===== src/rtl/shift_pkg.sv =====
// Shared definitions for the register-specified shift operand sequencer:
// shift type encodings, FSM states, word width, count limits and the
// effective-count helper.
package shift_pkg;

    localparam int unsigned WORD_W = 32;
    localparam int unsigned CNT_W  = 6;

    // Amount thresholds applied to Rs[7:0]
    localparam logic [7:0] AMT_LIM_32 = 8'd32;
    localparam logic [7:0] AMT_LIM_33 = 8'd33;

    typedef enum logic [1:0] {
        SHIFT_LSL = 2'b00,
        SHIFT_LSR = 2'b01,
        SHIFT_ASR = 2'b10,
        SHIFT_ROR = 2'b11
    } shift_t;

    typedef enum logic [1:0] {
        ST_IDLE = 2'b00,
        ST_RUN  = 2'b01,
        ST_DONE = 2'b10
    } state_t;

    // Number of single-bit steps needed. Anything beyond 33 (LSL/LSR) or
    // 32 (ASR) gives the same result, and ROR only cares about amount[4:0].
    function automatic logic [CNT_W-1:0] eff_count(input shift_t t,
                                                   input logic [7:0] amt);
        logic [CNT_W-1:0] cnt;
        case (t)
            SHIFT_LSL, SHIFT_LSR:
                cnt = (amt >= AMT_LIM_33) ? CNT_W'(AMT_LIM_33) : amt[CNT_W-1:0];
            SHIFT_ASR:
                cnt = (amt >= AMT_LIM_32) ? CNT_W'(AMT_LIM_32) : amt[CNT_W-1:0];
            default:
                cnt = {1'b0, amt[4:0]};
        endcase
        return cnt;
    endfunction

endpackage


===== src/rtl/shift_step_unit.sv =====
// Combinational shifter for one RUN cycle: shifts the value by 0..STEP bits
// and reports the last bit shifted out. Holds all fill and carry rules.
module shift_step_unit
    import shift_pkg::*;
#(
    parameter int unsigned STEP = 4
) (
    input  shift_t             i_type,
    input  logic [WORD_W-1:0]  i_value,
    input  logic               i_carry,
    input  logic [CNT_W-1:0]   i_amt,
    output logic [WORD_W-1:0]  o_value,
    output logic               o_carry
);

    logic [WORD_W-1:0] w_v;
    logic              w_c;

    // Chain of single-bit shifts; stages beyond i_amt pass through untouched
    always_comb begin
        w_v = i_value;
        w_c = i_carry;
        for (int unsigned k = 0; k < STEP; k++) begin
            if (CNT_W'(k) < i_amt) begin
                case (i_type)
                    SHIFT_LSL: begin
                        w_c = w_v[WORD_W-1];
                        w_v = {w_v[WORD_W-2:0], 1'b0};
                    end
                    SHIFT_LSR: begin
                        w_c = w_v[0];
                        w_v = {1'b0, w_v[WORD_W-1:1]};
                    end
                    SHIFT_ASR: begin
                        w_c = w_v[0];
                        w_v = {w_v[WORD_W-1], w_v[WORD_W-1:1]};
                    end
                    default: begin
                        // ROR: bit rotated into 31 is also the carry
                        w_c = w_v[0];
                        w_v = {w_v[0], w_v[WORD_W-1:1]};
                    end
                endcase
            end
        end
        o_value = w_v;
        o_carry = w_c;
    end

endmodule


===== src/rtl/shift_operand_sequencer.sv =====
// Multi-cycle register-specified shifter operand sequencer. Shifts rm by up
// to STEP bits per RUN cycle and applies the ARM out-of-range rules.
// Optional macro SHIFT_SEQ_SATURATE_BYPASS_EN: LSL/LSR/ASR with amount>=32
// resolve at acceptance instead of iterating.
module shift_operand_sequencer
    import shift_pkg::*;
#(
    parameter int unsigned STEP = 4
) (
    input  logic              clk,
    input  logic              reset_n,
    input  logic              start,
    output logic              ready,
    input  logic [1:0]        shift_type,
    input  logic [7:0]        amount,
    input  logic [WORD_W-1:0] rm,
    input  logic              carry_in,
    output logic [WORD_W-1:0] out,
    output logic              carry_out,
    output logic              done
);

    localparam logic [CNT_W-1:0] STEP_C = CNT_W'(STEP);

    state_t            r_state;
    state_t            w_next;
    shift_t            r_type;
    logic [WORD_W-1:0] r_out;
    logic              r_carry;
    logic [CNT_W-1:0]  r_rem;

    shift_t            w_type_in;
    logic [CNT_W-1:0]  w_count;
    logic              w_accept;
    logic              w_bypass;
    logic [WORD_W-1:0] w_byp_out;
    logic              w_byp_carry;
    logic [CNT_W-1:0]  w_step_amt;
    logic [CNT_W-1:0]  w_rem_next;
    logic [WORD_W-1:0] w_step_val;
    logic              w_step_carry;

    assign w_type_in  = shift_t'(shift_type);
    assign w_count    = eff_count(w_type_in, amount);
    assign ready      = (r_state != ST_RUN);
    assign done       = (r_state == ST_DONE);
    assign w_accept   = start && ready;
    assign w_step_amt = (r_rem < STEP_C) ? r_rem : STEP_C;
    assign w_rem_next = r_rem - w_step_amt;
    assign out        = r_out;
    assign carry_out  = r_carry;

`ifdef SHIFT_SEQ_SATURATE_BYPASS_EN
    assign w_bypass = (w_type_in != SHIFT_ROR) && (amount >= AMT_LIM_32);
`else
    assign w_bypass = 1'b0;
`endif

    // Closed-form result for saturated LSL/LSR/ASR amounts
    always_comb begin
        w_byp_out   = '0;
        w_byp_carry = 1'b0;
        case (w_type_in)
            SHIFT_LSL: w_byp_carry = (amount == AMT_LIM_32) ? rm[0] : 1'b0;
            SHIFT_LSR: w_byp_carry = (amount == AMT_LIM_32) ? rm[WORD_W-1] : 1'b0;
            default: begin
                w_byp_out   = {WORD_W{rm[WORD_W-1]}};
                w_byp_carry = rm[WORD_W-1];
            end
        endcase
    end

    shift_step_unit #(
        .STEP (STEP)
    ) u_step (
        .i_type  (r_type),
        .i_value (r_out),
        .i_carry (r_carry),
        .i_amt   (w_step_amt),
        .o_value (w_step_val),
        .o_carry (w_step_carry)
    );

    // FSM state register
    always_ff @(posedge clk or negedge reset_n) begin
        if (!reset_n) r_state <= ST_IDLE;
        else          r_state <= w_next;
    end

    // Next-state logic; start is only honoured from IDLE or DONE
    always_comb begin
        w_next = r_state;
        case (r_state)
            ST_IDLE, ST_DONE: begin
                if (start)
                    w_next = (w_count == '0 || w_bypass) ? ST_DONE : ST_RUN;
                else
                    w_next = ST_IDLE;
            end
            ST_RUN: begin
                if (w_rem_next == '0) w_next = ST_DONE;
            end
            default: w_next = ST_IDLE;
        endcase
    end

    // Operand/result datapath: load on acceptance, one step per RUN cycle
    always_ff @(posedge clk or negedge reset_n) begin
        if (!reset_n) begin
            r_type  <= SHIFT_LSL;
            r_out   <= '0;
            r_carry <= 1'b0;
            r_rem   <= '0;
        end else if (w_accept) begin
            r_type <= w_type_in;
            r_rem  <= '0;
            if (w_count == '0) begin
                // amount==0 keeps C; ROR by a non-zero multiple of 32 takes rm[31]
                r_out   <= rm;
                r_carry <= (amount == 8'd0) ? carry_in : rm[WORD_W-1];
            end else if (w_bypass) begin
                r_out   <= w_byp_out;
                r_carry <= w_byp_carry;
            end else begin
                r_out   <= rm;
                r_carry <= carry_in;
                r_rem   <= w_count;
            end
        end else if (r_state == ST_RUN) begin
            r_out   <= w_step_val;
            r_carry <= w_step_carry;
            r_rem   <= w_rem_next;
        end
    end

endmodule


===== config.mk =====
export PLATFORM = sky130hd
export DESIGN_NAME = shift_operand_sequencer
export DESIGN_NICKNAME = d
export VERILOG_FILES = /design/src/rtl/shift_pkg.sv /design/src/rtl/shift_step_unit.sv /design/src/rtl/shift_operand_sequencer.sv
export SDC_FILE = /design/constraint.sdc
export NUM_CORES = 1
export LEC_CHECK = 0
export BUFFER_PORTS_ARGS = -buffer_cell sky130_fd_sc_hd__buf_2
export CELL_PAD_IN_SITES_DETAIL_PLACEMENT = 0
export CELL_PAD_IN_SITES_GLOBAL_PLACEMENT = 1
export CORE_MARGIN = 10
export CORE_UTILIZATION = 35
export CTS_BUF_LIST = sky130_fd_sc_hd__clkbuf_4 sky130_fd_sc_hd__clkbuf_8 sky130_fd_sc_hd__clkbuf_16
export DETAILED_ROUTE_END_ITERATION = 8
export HOLD_SLACK_MARGIN = 0.15
export PLACE_DENSITY = 0.78
export SYNTH_ARGS = -nofsm -noshare
export SYNTH_HDL_FRONTEND = slang
export SYNTH_SLANG_ARGS = --single-unit

===== constraint.sdc =====
create_clock -name clk -period 3.8 [get_ports clk]
set_input_delay 0.19 -clock clk [delete_from_list [all_inputs] [get_ports clk]]
set_output_delay 0.19 -clock clk [all_outputs]
set_load 0.05 [all_outputs]

==> flow_summary.yaml, run 1 <==
die:
  die_y_um: 138
  placementRows: 43
  pin_count: 81
  die_w_um: 138
  dieArea_mm2: 0.0192
  core_mm2: 0.0138
  start_util: 0.355
logic_synthesis:
  synth_enable_flop_cells: 0
  post_synth_inst_count: 681
  syn_area_mm2: 0.00491
  synth_nets: 728
  synth_cell_types: 73
  synth_warnings: 0
  ys.flop_type: "dfrtp_1"
  synth.avg_cell_area_um2: 7.22
  ys_seq_elements: 43
  synth-seq-area-share: 0.219
  async_flop_share: 1.00
global_routing:
  grt_max_degree: 46
  overflow: 0
  grt_pass1_wl_um: 33800
  grtUsageTotal: 0.210
  antenna_found_initial: 0
  grt_pass1_vias: 5837
worst_setup_path:
  path_cells: "or4_4, nor2_1, buf_4, a211oi_2, a221oi_1, a221oi_2"
  reg2reg_depth: 6
  r2r_end: "out[13]$_DFFE_PN0P_"
  reg2reg_slack_ps: 850
  rr_startpoint: "r_rem[2]$_DFFE_PN0P_"
  cp-end-kind: "flop"
  path_class: "reg2reg"
  cp.arrival_ps: 3120
  startpoint: "r_rem[2]$_DFFE_PN0P_"
  critPathLaunchType: "flop"
  crit_fanout: 31
  required_ps: 3970
  cp_top_family: "simple AND/OR/NAND/NOR gates"
  cp_slowest_stage_delay_ps: 750
  crit_buf_inv: 1
  critPathSlowestCell: "or4_4"
job:
  max_cap_violations: 0
finish:
  finalNetCount: 768
  drive_gt1_frac: 0.225
  area_delta_synth_final_pct: 13.9
  diodes: 0
timing:
  clock_skew_ps: 7.08
  grt_setup_unrepaired: "no"
  worst_pin_slew_ps: 1080
  clock.fmax_mhz: 339
  relSlewSlack: 0.278
  setup_tns_ps: 0
  setup_viol: 0
  period_share: 0.776
  final.min_clock_period_ps: 2950
  hold_violations: 0
  maxSlewViolCount: 0
clock_tree:
  cts_tree: "yes"
  cts_buffer_depth: 2
  cts-root-buf: "clkbuf_16"
  htreeDepth: 2
  clock_sinks: 43
  post_cts_buffers: 0
  clkTransAtPathRegs_ps: 70
  clock_latency_ps: 300
  numCtsBuffers: 5
min_path:
  min_to: "r_rem[3]$_DFFE_PN0P_"
  worstHoldPathType: "in2reg"
  hold_depth: 3
  holdCritStartpoint: "amount[3]"
place:
  portBuffers: 80
  gp_congestion: 0.992
  hpwlAfterDp_um: 14800
detailed_routing:
  num_vias: 6110
  drtIter0Drc: 1085
  drt_first_pass_iters: 5
  drt_wl_total_um: 21600
  drcViolationCount: 0
  post_drt_wl_per_cell_um: 24.0
  ant_nets: 0
  routed_via_density: 6.78
outcome:
  status: "completed"
## worst reg2reg max path, delay by kind of cell, from the launching register on
kind,cells,cell delay (ps)
buffers and inverters,1,350
flip-flops,1,510
AO/OA/AOI/OAI,3,520
AND/OR/NAND/NOR,2,1460
## synth_stat cells (all sizes together) (4+ instances only)
cell type	instances	area, um^2
o21ai	54	282
mux2i	30	300
o221ai	7	61.3
clkbuf	45	169
dfrtp	43	1080
inv	7	26.3
a21o	5	37.5
nand4	6	37.5
nor2b	8	50.1
nand2	83	312
a211oi	15	128
nor4	8	56.3
a21oi	52	260
o211ai	14	110
mux2	12	135
or3b	7	61.3
a22oi	8	60.1
nor2	52	198
o22ai	13	81.3
a31o	9	78.8
a31oi	27	169
o2111ai	4	35.0
a311oi	4	41.3
and3	7	43.8
nand3	21	105
a32oi	7	61.3
buf	31	170
a221oi	10	93.8
nor3	26	130
o21a	11	82.6
## worst max path at each step
stage	slack, ps	end	depth (start not counted)
2_1_floorplan	900	r_state[0]$_DFFE_PN0P_	15
3_3_place_gp	1080	out[31]$_DFFE_PN0P_	6
3_5_place_dp	960	out[13]$_DFFE_PN0P_	6
4_1_cts	940	out[13]$_DFFE_PN0P_	6
5_1_grt	710	out[13]$_DFFE_PN0P_	6
6_report	850	out[13]$_DFFE_PN0P_	6
## area by class of cell
cell class	count	area (um^2)
Clock buffer	6	139
Clock inverter	1	5.00
Fill cell	1443	8230
Inverter	7	26.3
Multi-Input combinational cell	554	3480
Sequential cell	43	1080
Tap cell	180	225
Timing Repair Buffer	110	641
## metrics by stage
step	setup slack [ps]	std cells	util	hold slack [ps]	cell area [um^2]
2_1_floorplan	903	681	-	-106	4910
3_3_place_gp	1080	893	0.393	451	5440
3_5_place_dp	960	893	0.393	454	5440
4_1_cts	945	901	0.405	168	5590
5_1_grt	709	901	0.405	187	5590
6_report	850	901	0.405	172	5590
## cells in the final DEF (no fill, tap or decap), types with 7 or more instances in the layout
cell      instances
nand2_1          83
buf_2            80
o21ai_0          52
a21oi_1          52
nor2_1           50
dfrtp_1          43
mux2i_1          30
buf_4            28
a31oi_1          27
nor3_1           26
nand3_1          21
o211ai_1         13
o22ai_1          13
mux2_2           12
a211oi_1         12
o21a_1           11
a31o_2            9
a221oi_1          9
a22oi_1           8
or3b_2            7
and3_1            7
nor4_1            7
a32oi_1           7
inv_1             7
o221ai_1          7
nor2b_1           7
## repair_timing
action	CTS	global route
hold buffers	1	0
gates resized for setup	0	0
endpoints found under the hold margin	8	0
## metal layers
layer | global-route usage | routed length [um]
met1 | 0.278 | 8830
met2 | 0.323 | 9790
met3 | 0.0363 | 2080
met4 | 0.0999 | 909
met5 | 0 | 0
## flip-flops by register name (all words and copies together), names as in the netlist
| name | flops |
|---|---|
| out | 32 |
| r_rem | 6 |
| carry_out | 1 |
| r_state | 2 |
| r_type | 2 |
## cell families after synthesis
group / share of synthesized area
DFF: 0.219
AOI/OAI and AO/OA: 0.382
buffers and inverters: 0.0761
xor gates and xnor gates: 0.00178
and+or+nand+nor: 0.229
other: 0.000763
muxes: 0.0886
adders and majority gates: 0.00255
Power of run 1 is not shown: default switching activity piles up to over one toggle a cycle in this logic, so the estimate is an artifact.
==> run 2, diff against run 1 <==
Clock period 3.8 ns to 3.1 ns, I/O delays scaled along.
==> flow_summary.yaml, run 2 (synthesized netlist as in run 1, its figures left out) <==
detailed_routing:
  routed_via_density: 6.78
  wl_met3_um: 2250
  num_vias: 6201
  drtIter0Drc: 841
  drcViolationCount: 0
  drt_wl_total_um: 22000
  highest_layer: "met4"
  drt-met1-wl_um: 9150
  post_drt_wl_per_cell_um: 24.1
  ant_nets: 0
  drt_first_pass_iters: 8
  wl_met2_um: 9790
worst_setup_path:
  path_class: "reg2reg"
  cp.arrival_ps: 2750
  required_ps: 3250
  reg2reg_slack_ps: 510
  critPathLaunchType: "flop"
  cp-end-kind: "flop"
  reg2reg_depth: 9
  r2r_end: "r_state[0]$_DFFE_PN0P_"
  crit_fanout: 22
  rr_startpoint: "r_rem[5]$_DFFE_PN0P_"
finish:
  largest_reg_flops: 32
  finalNetCount: 782
  area_delta_synth_final_pct: 16.4
  diodes: 0
  final_cell_mix: "83 x nand2_1, 80 x buf_2, 52 x o21ai_0, 52 x a21oi_1, 50 x nor2_1"
  seq_area_mm2: 0.00108
  multi_input_area_mm2: 0.00348
  fin_cells: 914
  layout_commonest_cell: "nand2_1"
  fill_cells: 1416
  drive_gt1_frac: 0.236
  final_area_mm2: 0.00572
clock_tree:
  cts-root-buf: "clkbuf_16"
  hold_buffers: 3
  htreeDepth: 2
  cts_tree: "yes"
  cts_buffer_depth: 2
  clock_sinks: 43
  clkTransAtPathRegs_ps: 60
  clock_latency_ps: 300
  post_cts_buffers: 0
  numCtsBuffers: 5
  cts_resized: 0
global_routing:
  grt_max_degree: 44
  overflow: 0
  grtUsageTotal: 0.218
  grt_pass1_wl_um: 34800
  antenna_found_initial: 0
  grt_pass1_vias: 6074
die:
  placementRows: 43
  die_w_um: 138
  core_mm2: 0.0138
  pin_count: 81
  dieArea_mm2: 0.0192
  start_util: 0.355
  die_y_um: 138
place:
  hpwlAfterDp_um: 15300
  portBuffers: 80
  dpl-instance-area_mm2: 0.00556
  placed_cells: 905
  gp_congestion: 0.983
timing:
  setup_viol: 0
  worst_pin_slew_ps: 1060
  setup_tns_ps: 0
  clock_skew_ps: 6.86
  period_share: 0.837
  hold_violations: 0
  maxSlewViolCount: 0
  final.min_clock_period_ps: 2590
  relSlewSlack: 0.294
  clock.fmax_mhz: 386
  grt_setup_unrepaired: "no"
min_path:
  hold_depth: 3
  min_to: "out[12]$_DFFE_PN0P_"
  worstHoldPathType: "in2reg"
  holdCritStartpoint: "rm[12]"
outcome:
  status: "completed"
job:
  max_cap_violations: 0
## run 2: changes by cell type in the layout (fill, tap and decap cells not counted)
| cell | change |
|---|---|
| buf_4 | +10 |
| buf_12 | +2 |
| dlygate4sd3_1 | +2 |
| clkbuf_4 | +1 |
| clkbuf_8 | -1 |
| clkinv_2 | -1 |
## run 2: cell type report
cell class	instances	area share
multi-input combinational	554	0.609
tap	180	0.0394
sequential	43	0.188
inverter	7	0.00460
clock buffer	6	0.0232
timing repair buffer	124	0.136
## run 2: worst max-delay path, cell delays in order, from the launching register on
cell     delay (ps)
dfrtp_1         460
or4_4           740
nand2_1         130
ha_1            220
o21a_1          140
nor2_1           50
mux2i_1         200
nand2_1          70
nor4_1          280
o32ai_1         150
## run 2: stage by stage
step	hold slack [ps]	setup WS, ps	utilization
finish	157	506	0.414
global route	167	284	0.414
CTS	155	507	0.414
detailed placement	420	513	0.402
global placement	400	573	0.402
floorplan	-141	203	-
## run 2: worst max path at each step
stage	depth (start not counted)	startpoint	slack (ps)	endpoint
2_1_floorplan	15	r_rem[2]$_DFFE_PN0P_	200	r_state[0]$_DFFE_PN0P_
3_3_place_gp	6	r_rem[2]$_DFFE_PN0P_	570	out[2]$_DFFE_PN0P_
3_5_place_dp	9	r_rem[2]$_DFFE_PN0P_	510	r_state[0]$_DFFE_PN0P_
4_1_cts	9	r_rem[2]$_DFFE_PN0P_	510	r_state[0]$_DFFE_PN0P_
5_1_grt	9	r_rem[2]$_DFFE_PN0P_	280	r_state[0]$_DFFE_PN0P_
6_report	9	r_rem[5]$_DFFE_PN0P_	510	r_state[0]$_DFFE_PN0P_
## run 2: routing by layer
metal  vias up  global-route usage
li1       2713                   -
met1      2960               0.286
met2       453               0.340
met3        75              0.0442
met4         0              0.0927
met5         -                   0
Power of run 2 is left out for the same reason.
